$ cat config.mk
export PLATFORM = sky130hd
export DESIGN_NAME = imem_boot_loader_flat
export DESIGN_NICKNAME = d
export VERILOG_FILES = /design/src/rtl/imem_boot_loader_pkg.sv /design/src/rtl/imem_boot_loader_if.sv /design/src/rtl/imem_boot_loader_byte_packer.sv /design/src/rtl/imem_boot_loader.sv /design/src/flat_wrapper.sv
export SDC_FILE = /design/constraint.sdc
export NUM_CORES = 1
export LEC_CHECK = 0
export BUFFER_PORTS_ARGS = -buffer_cell sky130_fd_sc_hd__buf_4
export CORE_AREA = 4 4 102 104
export CTS_CLUSTER_DIAMETER = 50
export DETAILED_ROUTE_END_ITERATION = 8
export DIE_AREA = 0 0 106 108
export PLACE_DENSITY = 0.82
export SLEW_MARGIN = 10
export SYNTH_ARGS = -nofsm -noshare
export SYNTH_HDL_FRONTEND = slang
export SYNTH_SLANG_ARGS = --single-unit
export TNS_END_PERCENT = 30
$ cat constraint.sdc
create_clock -name clk -period 2.4 [get_ports clk]
set_clock_uncertainty 0.1 [all_clocks]
set_input_delay 0.12 -clock clk [delete_from_list [all_inputs] [get_ports clk]]
set_output_delay 0.12 -clock clk [all_outputs]
set_load 0.02 [all_outputs]
$ cat src/rtl/imem_boot_loader_pkg.sv
// Shared state encoding, stream framing constants and small helpers for the
// instruction-memory boot loader.
package imem_boot_loader_pkg;

    typedef enum logic [2:0] {
        ST_IDLE,
        ST_LEN_HI,
        ST_LEN_LO,
        ST_WORD,
        ST_WRITE,
        ST_DONE
    } state_t;

    localparam int LEN_BYTES  = 2;
    localparam int WORD_BYTES = 4;
    localparam int WORD_W     = 8 * WORD_BYTES;

    typedef logic [8*LEN_BYTES-1:0] len_t;

    function automatic len_t len_join(input logic [7:0] hi, input logic [7:0] lo);
        return {hi, lo};
    endfunction

    // True when the requested word count does not fit in a 2**aw word memory.
    function automatic logic len_exceeds(input len_t n, input int aw);
        return 32'(n) > (32'd1 << aw);
    endfunction

endpackage

$ cat src/rtl/imem_boot_loader_if.sv
// Byte-stream handshake plus instruction-memory write port of the boot loader.
// master = loader side, slave = host stream source / IM write port side.
interface imem_boot_loader_if #(
    parameter int ADDR_WIDTH = 10
);
    logic [7:0]                        in_data;
    logic                              in_valid;
    logic                              in_ready;
    logic                              im_we;
    logic [ADDR_WIDTH-1:0]             im_addr;
    logic [imem_boot_loader_pkg::WORD_W-1:0] im_wdata;

    modport master (
        input  in_data,
        input  in_valid,
        output in_ready,
        output im_we,
        output im_addr,
        output im_wdata
    );

    modport slave (
        output in_data,
        output in_valid,
        input  in_ready,
        input  im_we,
        input  im_addr,
        input  im_wdata
    );
endinterface

$ cat src/rtl/imem_boot_loader_byte_packer.sv
// Big-endian byte packer: holds the first WORD_BYTES-1 bytes of a word; 'word' and
// 'full' describe the word as completed by the byte being shifted in this cycle.
module imem_boot_loader_byte_packer
    import imem_boot_loader_pkg::*;
(
    input  logic              clk,
    input  logic              rst,
    input  logic              clear,
    input  logic              shift,
    input  logic [7:0]        byte_in,
    output logic [WORD_W-1:0] word,
    output logic              full
);
    localparam int CNT_W = $clog2(WORD_BYTES);
    localparam int HOLD_W = 8 * (WORD_BYTES - 1);

    logic [HOLD_W-1:0] hold;
    logic [CNT_W-1:0]  cnt;

    assign word = {hold, byte_in};
    assign full = shift && (cnt == CNT_W'(WORD_BYTES - 1));

    // Counter wraps on the completing byte so the next word starts clean.
    always_ff @(posedge clk or negedge rst) begin
        if (!rst) begin
            hold <= '0;
            cnt  <= '0;
        end else if (clear) begin
            hold <= '0;
            cnt  <= '0;
        end else if (shift) begin
            hold <= word[HOLD_W-1:0];
            cnt  <= full ? '0 : cnt + 1'b1;
        end
    end

endmodule

$ cat src/rtl/imem_boot_loader.sv
// Streams a length-prefixed byte image into instruction memory and holds the
// MIPS core in reset until a complete image has been written.
module imem_boot_loader
    import imem_boot_loader_pkg::*;
#(
    parameter int ADDR_WIDTH = 10
) (
    input  logic                clk,
    input  logic                rst,
    input  logic                start,
    imem_boot_loader_if.master  bus,
    output logic                cpu_rst,
    output logic                busy,
    output logic                done,
    output logic                err
);
    state_t                 state;
    logic [7:0]             len_hi;
    logic [ADDR_WIDTH-1:0]  word_idx;
    logic [ADDR_WIDTH-1:0]  last_idx;
    logic                   in_ready_q;
    logic                   im_we_q;
    logic [ADDR_WIDTH-1:0]  im_addr_q;
    logic [WORD_W-1:0]      im_wdata_q;

    logic                   xfer;
    len_t                   len;
    logic                   pk_clear;
    logic                   pk_shift;
    logic [WORD_W-1:0]      pk_word;
    logic                   pk_full;

    assign xfer     = bus.in_valid && in_ready_q;
    assign len      = len_join(len_hi, bus.in_data);
    assign pk_clear = (state == ST_IDLE) || (state == ST_LEN_LO);
    assign pk_shift = xfer && (state == ST_WORD);

    assign bus.in_ready = in_ready_q;
    assign bus.im_we    = im_we_q;
    assign bus.im_addr  = im_addr_q;
    assign bus.im_wdata = im_wdata_q;

    imem_boot_loader_byte_packer u_packer (
        .clk     (clk),
        .rst     (rst),
        .clear   (pk_clear),
        .shift   (pk_shift),
        .byte_in (bus.in_data),
        .word    (pk_word),
        .full    (pk_full)
    );

    always_ff @(posedge clk or negedge rst) begin
        if (!rst) begin
            state      <= ST_IDLE;
            len_hi     <= '0;
            word_idx   <= '0;
            last_idx   <= '0;
            in_ready_q <= 1'b0;
            im_we_q    <= 1'b0;
            im_addr_q  <= '0;
            im_wdata_q <= '0;
            cpu_rst    <= 1'b1;
            busy       <= 1'b0;
            done       <= 1'b0;
            err        <= 1'b0;
        end else begin
            im_we_q <= 1'b0;
            done    <= 1'b0;
            case (state)
                ST_IDLE: begin
                    if (start) begin
                        state      <= ST_LEN_HI;
                        err        <= 1'b0;
                        cpu_rst    <= 1'b1;
                        busy       <= 1'b1;
                        in_ready_q <= 1'b1;
                    end
                end
                ST_LEN_HI: begin
                    if (xfer) begin
                        len_hi <= bus.in_data;
                        state  <= ST_LEN_LO;
                    end
                end
                ST_LEN_LO: begin
                    if (xfer) begin
                        if (len == '0) begin
                            state      <= ST_DONE;
                            in_ready_q <= 1'b0;
                            done       <= 1'b1;
                            cpu_rst    <= 1'b0;
                        end else if (len_exceeds(len, ADDR_WIDTH)) begin
                            // Oversized image: refuse it and keep the core parked.
                            state      <= ST_IDLE;
                            in_ready_q <= 1'b0;
                            busy       <= 1'b0;
                            err        <= 1'b1;
                        end else begin
                            state    <= ST_WORD;
                            word_idx <= '0;
                            last_idx <= ADDR_WIDTH'(32'(len) - 32'd1);
                        end
                    end
                end
                ST_WORD: begin
                    if (pk_full) begin
                        state      <= ST_WRITE;
                        in_ready_q <= 1'b0;
                        im_we_q    <= 1'b1;
                        im_addr_q  <= word_idx;
                        im_wdata_q <= pk_word;
                    end
                end
                ST_WRITE: begin
                    if (word_idx == last_idx) begin
                        state   <= ST_DONE;
                        done    <= 1'b1;
                        cpu_rst <= 1'b0;
                    end else begin
                        word_idx   <= word_idx + 1'b1;
                        state      <= ST_WORD;
                        in_ready_q <= 1'b1;
                    end
                end
                ST_DONE: begin
                    state <= ST_IDLE;
                    busy  <= 1'b0;
                end
                default: begin
                    state      <= ST_IDLE;
                    in_ready_q <= 1'b0;
                    busy       <= 1'b0;
                end
            endcase
        end
    end

endmodule

$ cat src/flat_wrapper.sv
// flat-port wrapper written by rule: the top's interface ports become plain ports
module imem_boot_loader_flat import imem_boot_loader_pkg::*;
#(
    parameter int ADDR_WIDTH = 10
)
  (clk, rst, start, cpu_rst, busy, done, err, bus_in_data, bus_in_valid, bus_in_ready, bus_im_we, bus_im_addr, bus_im_wdata);
  imem_boot_loader_if #(.ADDR_WIDTH(ADDR_WIDTH)) bus_i ();
  input  logic clk;
  input  logic rst;
  input  logic start;
  output logic cpu_rst;
  output logic busy;
  output logic done;
  output logic err;
  input wire logic [$bits(bus_i.in_data)-1:0] bus_in_data;
  input wire logic [$bits(bus_i.in_valid)-1:0] bus_in_valid;
  output wire logic [$bits(bus_i.in_ready)-1:0] bus_in_ready;
  output wire logic [$bits(bus_i.im_we)-1:0] bus_im_we;
  output wire logic [$bits(bus_i.im_addr)-1:0] bus_im_addr;
  output wire logic [$bits(bus_i.im_wdata)-1:0] bus_im_wdata;
  assign bus_i.in_data = bus_in_data;
  assign bus_i.in_valid = bus_in_valid;
  assign bus_in_ready = bus_i.in_ready;
  assign bus_im_we = bus_i.im_we;
  assign bus_im_addr = bus_i.im_addr;
  assign bus_im_wdata = bus_i.im_wdata;
  imem_boot_loader #(.ADDR_WIDTH(ADDR_WIDTH)) u_core (.clk(clk), .rst(rst), .start(start), .bus(bus_i), .cpu_rst(cpu_rst), .busy(busy), .done(done), .err(err));
endmodule
Word-level counts from Yosys, hierarchy flattened
Cells that the tools add are included.
{ "op_classes": {"addsub": 3, "mul": 0, "div": 0, "n_lt_le_gt_ge": 1, "eq_ne": 18, "shifts": 0, "muxes": 43, "bitwise": 4, "n_reduce_logical": 21} }
{ "op_table": {"columns": ["operator", "n"], "rows": [
  ["24-bit 2-to-1 mux", 2],
  ["10-bit 2-to-1 mux", 4],
  ["1-bit 2-to-1 mux", 20],
  ["10-bit case mux with 2 select lines", 1],
  ["5-bit AND reduction", 4],
  ["3-bit 2-to-1 mux", 6],
  ["16-bit by 11-bit greater-than comparator with 1-bit output, second input constant", 1],
  ["16-bit logical NOT", 1],
  ["3-bit case mux with 5 select lines", 1],
  ["2-bit inequality test, second input constant", 7],
  ["10-bit by 1-bit adder with 10-bit output, second input constant", 1],
  ["10-bit equality test", 1],
  ["10-bit by 1-bit subtractor with 10-bit output, second input constant", 1],
  ["2-bit 2-to-1 mux", 4],
  ["4-bit AND reduction", 2],
  ["3-bit by 2-bit equality test with 1-bit output, second input constant", 2],
  ["3-bit equality test, second input constant", 2],
  ["2-bit by 1-bit inequality test with 1-bit output, second input constant", 3],
  ["1-bit case mux with 3 select lines", 2],
  ["6-bit AND reduction", 1],
  ["2-bit nonzero test", 3],
  ["1-bit case mux with 5 select lines", 1],
  ["1-bit inverter", 4],
  ["1-bit case mux with 2 select lines", 2],
  ["other kinds (11)", 14]
]} }
{ "word_totals": {"ff_bits": 105, "latch_bits": 0, "mem_bits_rw": 0, "rom_bits": 0, "inputBits": 12, "output_inout_bits": 48, "n_memories": 0} }

Logic depth before layout (Yosys ltp)
{ "depth": {"word_depth": 6, "mapped_depth": 8} }

Hierarchy
From an unflattened synthesis, not the netlist that was laid out.
{ "unflattened": {"hier_cells": 406, "hier_area_um2": 4830.9} }
{ "modules_own_cells": {"columns": ["mod", "instances", "cells_per_inst", "area_each_um2"], "rows": [
  ["imem_boot_loader", 1, 312, 3677.3],
  ["imem_boot_loader_byte_packer", 1, 94, 1153.6]
]} }

Worst setup path after synthesis
OpenSTA, ideal clock, no wires.
{ "synth_timing": {"path_type": "flip-flop to flip-flop", "start": "register u_core.len_hi[0]", "end": "register u_core.last_idx[4]", "setup_ns": 0.118, "t_arrival_ns": 2.045, "t_required_ns": 2.182, "setup_slack_ns": 0.137, "stages_incl_launch_ff": 6, "path_cell_list": "dfrtp_1 or4_4 o31ai_4 or4b_1 buf_2 a21o_1"} }
{ "synth_via": {"elab_chain_len": 3} }
{ "synth_rtl": {"columns": ["item", "line_no", "source"], "rows": [
  ["start: declaration", "imem_boot_loader.sv:18", "logic [7:0] len_hi;"],
  ["start signal: assignment", "imem_boot_loader.sv:82", "len_hi <= bus.in_data;"],
  ["16-bit by 11-bit greater-than comparator with 1-bit output / 16-bit logical NOT (equally long branches)", "imem_boot_loader_pkg.sv:26, imem_boot_loader.sv:88", null],
  ["1-bit inverter (no source line)", null, null],
  ["4-bit AND reduction (no source line) (*)", null, null],
  ["end signal: assignment", "imem_boot_loader.sv:102", "last_idx <= ADDR_WIDTH'(32'(len) - 32'd1);"],
  ["end: declaration", "imem_boot_loader.sv:20", "logic [ADDR_WIDTH-1:0] last_idx;"]
]} }
Mark *: on every way between the ends. The rest lies on a longest branch, timed or not.
A chain may end at the register's enable or synchronous reset.

Final worst setup path
{ "layout_timing": {"start": "input port bus_in_data[5]", "end": "register u_core.last_idx[4]"} }
{ "layout_via": {"elab_chain_len": 3} }
{ "layout_rtl": {"columns": ["item", "line_no", "source"], "rows": [
  ["start: declaration", "flat_wrapper.sv:15", "input wire logic [$bits(bus_i.in_data)-1:0] bus_in_data;"],
  ["16-bit by 11-bit greater-than comparator with 1-bit output / 16-bit logical NOT (equally long branches)", "imem_boot_loader_pkg.sv:26, imem_boot_loader.sv:88", null],
  ["1-bit inverter (no source line)", null, null],
  ["4-bit AND reduction (no source line) (*)", null, null]
]} }
Marks and branches as above.

==> results_dict.tcl <==
set metrics [dict create \
    peakVddDrop_v 0.000318 \
    syn_inst 436 \
    start_kind "input port" \
    drc 0 \
    hold_violations 0 \
    place_congestion 0.844 \
    tightest_slew_ns 0.542 \
    syn_to_final_growth_pct 20.2 \
    routed_wl_um 10200 \
    fp.coreArea_sq_um 9550 \
    avgRoutedWirePerCell_um 16.0 \
    max_freq_ghz 0.425 \
    io-pin-count 60 \
    grt_usage 0.188 \
    die_h_um 108 \
    clk_path_buf_depth 2 \
    combPwrFrac 0.033 \
    regArea_sq_um 2630 \
    die_x_um 106 \
    power.share.clock 0.398 \
    cts_root_buffer "clkbuf_8" \
    nNetsFinal 518 \
    cp-end-kind "flip-flop" \
    ys_top_cells_by_area "dfrtp_1 56%, mux2_2 10%, nand2_1 6.3%" \
    drtAntennaViolNets 0 \
    crit_type "in -> reg" \
    start_util 0.490 \
    grt_overflow 0 \
    grt_max_degree 78 \
    final_core_util 0.589 \
    yosysTopAreaCell "dfrtp_1" \
    crit_slowest_cell "or4_4" \
    finalCriticalPeriod_ns 2.36 \
    ys_types 48 \
    p_per_area_nw_per_um2 553 \
    synth-seq-cells 105 \
    drive_gt1_frac 0.276 \
    cts_sinks 105 \
    cts_tree "yes" \
    dr.pass1.iters 4 \
    switchingPower_mw 0.683 \
    via_count 3441 \
    path_common_cell "buf_4" \
    cts_setup_buffers 0 \
    nFillCells 808 \
    cp.arrival_ns 2.53 \
    grt_pass1_wl_um 16900 \
    routed_via_density 5.38 \
    fin_tns_setup_ns 0 \
    yosysWarnings 0 \
    relSlewSlack 0.635 \
    cts_inserted_buffers 9 \
    status "complete, no violations" \
    clk-insertion-delay-late_ns 0.38 \
    diodes 0 \
    min_period_over_period 0.981 \
    async_reset_ff_frac 1.00 \
    netlist_area_sq_um 4680 \
    synth_fp_nets 452 \
    crit_path_max_incr_delay_ns 0.56 \
    required_ns 2.57 \
    setup_viol 0 \
    slew_violations 0 \
    rsz0062_at_grt "false" \
    rows 36 \
    cts.htree.levels 3 \
    p_leak_nw 2.70 \
    dp_hpwl_um 7100 \
    synth_edf_count 0 \
    syn_avg_cell_area_sq_um 10.7 \
    ys.flop_type "dfrtp_1" \
    min_path_type "in -> reg" \
    yosysSeqAreaShare 0.562 \
    synth_top_area_frac 0.556 \
    clk_pin_slew_ns 0.10 \
    portBuffers 59 \
    intPower_mw 2.43 \
    multi_input_area_sq_um 1920 \
    antenna_found_initial 0 \
    critical_path.max_fanout 20 \
    crit_path_cell_trace "dlygate4sd3_1 > buf_4 > or4_4 > nor4_1 > or4b_1 > buf_4 > a21oi_2 > a21o_1" \
    maxCapViolations 0 \
    dieArea_sq_um 11400 \
    p_seq_frac 0.568 \
    drt_iter0_markers 195 \
    swShare 0.219 \
    first_global_vias 3382 \
]
worst max-delay path: cells and delay by family:
family          cells  cell delay [ns]
compound gates      2             0.20
buf+inv             3             0.92
simple gates        3             1.29
cell usage after synthesis, drive strengths merged, types with 4 or more instances:
master,n
mux2,42
nor2,17
inv,9
ha,4
dfrtp,104
nand2,78
mux2i,4
nor2b,4
nor3,8
a21oi,11
o21ai,57
xnor2,5
a31oi,4
nor4,5
clkbuf,18
nand3,4
buf,6
xor2,13
power groups by stage:
| stage | logic, mW | registers (mW) | clock network (mW) |
|---|---|---|---|
| detailed placement | 0.0932 | 1.80 | 0 |
| floorplan | 0.0246 | 1.80 | 0 |
| global placement | 0.0912 | 1.80 | 0 |
| finish | 0.103 | 1.77 | 1.24 |
| global route | 0.115 | 1.77 | 1.32 |
| CTS | 0.105 | 1.77 | 1.25 |
layout make-up:
type | count | area share
sequential | 105 | 0.468
inverter | 9 | 0.00601
tap | 133 | 0.0296
clock buffer | 11 | 0.0251
clock inverter | 5 | 0.0156
timing repair buffer | 79 | 0.114
multi-input combinational | 298 | 0.342
layer usage:
metal  part of all wire  routed length (um)  global-route usage
met2               0.49                4970               0.306
met3              0.043                 444              0.0281
met5                  0                   0                   0
met1               0.45                4560               0.249
met4              0.025                 254              0.0907
state kept, by name, indices dropped and copies added, names as in the netlist:
name and flops:
u_core.u_packer.hold 24, u_core.state 3, u_core.u_packer.cnt 2, u_core.len_hi 8
u_core.last_idx 10, u_core.word_idx 10, u_core.err 1, u_core.bus.im_we 1
u_core.cpu_rst 1, u_core.bus.in_ready 1, u_core.busy 1, u_core.bus.im_wdata 32
u_core.done 1, u_core.bus.im_addr 10
path summary, 6_finish.rpt:
check / from / to / slack (ns) / cells after the start
setup / recovery: bus_in_data[5] / u_core.last_idx[4] / 0.04 / 8
hold / removal: start / u_core.busy / 0.02 / 4
setup reg to reg: u_core.len_hi[0] / u_core.last_idx[4] / 0.07 / 6
hold reg to reg: u_core.bus.im_addr[7] / u_core.bus.im_addr[7] / 0.39 / 2
max in group asynchronous: rst / u_core.last_idx[4] / 1.38 / 3
min in group asynchronous: rst / u_core.bus.im_addr[4] / 0.10 / 2
placed cells by master, fill, tap and decap left out, drive strengths merged, types with 4 or more instances in the layout:
cell type / count
mux2: 42
buf: 70
nand3: 4
nor3: 8
ha: 4
dlygate4sd3: 9
inv: 10
o21ai: 57
xor2: 13
nor2b: 4
mux2i: 4
a21oi: 11
dfrtp: 104
nor4: 5
clkbuf: 11
a31oi: 4
xnor2: 5
nand2: 78
nor2: 17
metrics by stage:
step           hold WS [ns]  total power, mW  std cells  setup WS (ns)  instance area [sq um]
3_3_place_gp        -0.0298             1.89        615          0.128                   5300
3_5_place_dp        -0.0224             1.90        615         0.0659                   5300
6_report             0.0214             3.11        640         0.0446                   5620
2_1_floorplan        -0.276             1.83        436          0.137                   4680
5_1_grt              0.0471             3.21        640        0.00159                   5620
4_1_cts              0.0104             3.13        640         0.0448                   5620
timing repair:
item,4_1_cts,5_1_grt
endpoints found under the setup margin,0,8
gates resized for setup,0,1
hold buffers,9,0
endpoints found under the hold margin,53,0
cells by family after synthesis:
logic type / synth area share
muxes: 0.110
xor gates and xnor gates: 0.0337
and+or+nand+nor: 0.148
buffers and inverters: 0.0286
AOI/OAI and AO/OA: 0.107
DFF: 0.562
adders and majority gates: 0.0107
(Power assumes the default switching activity.)
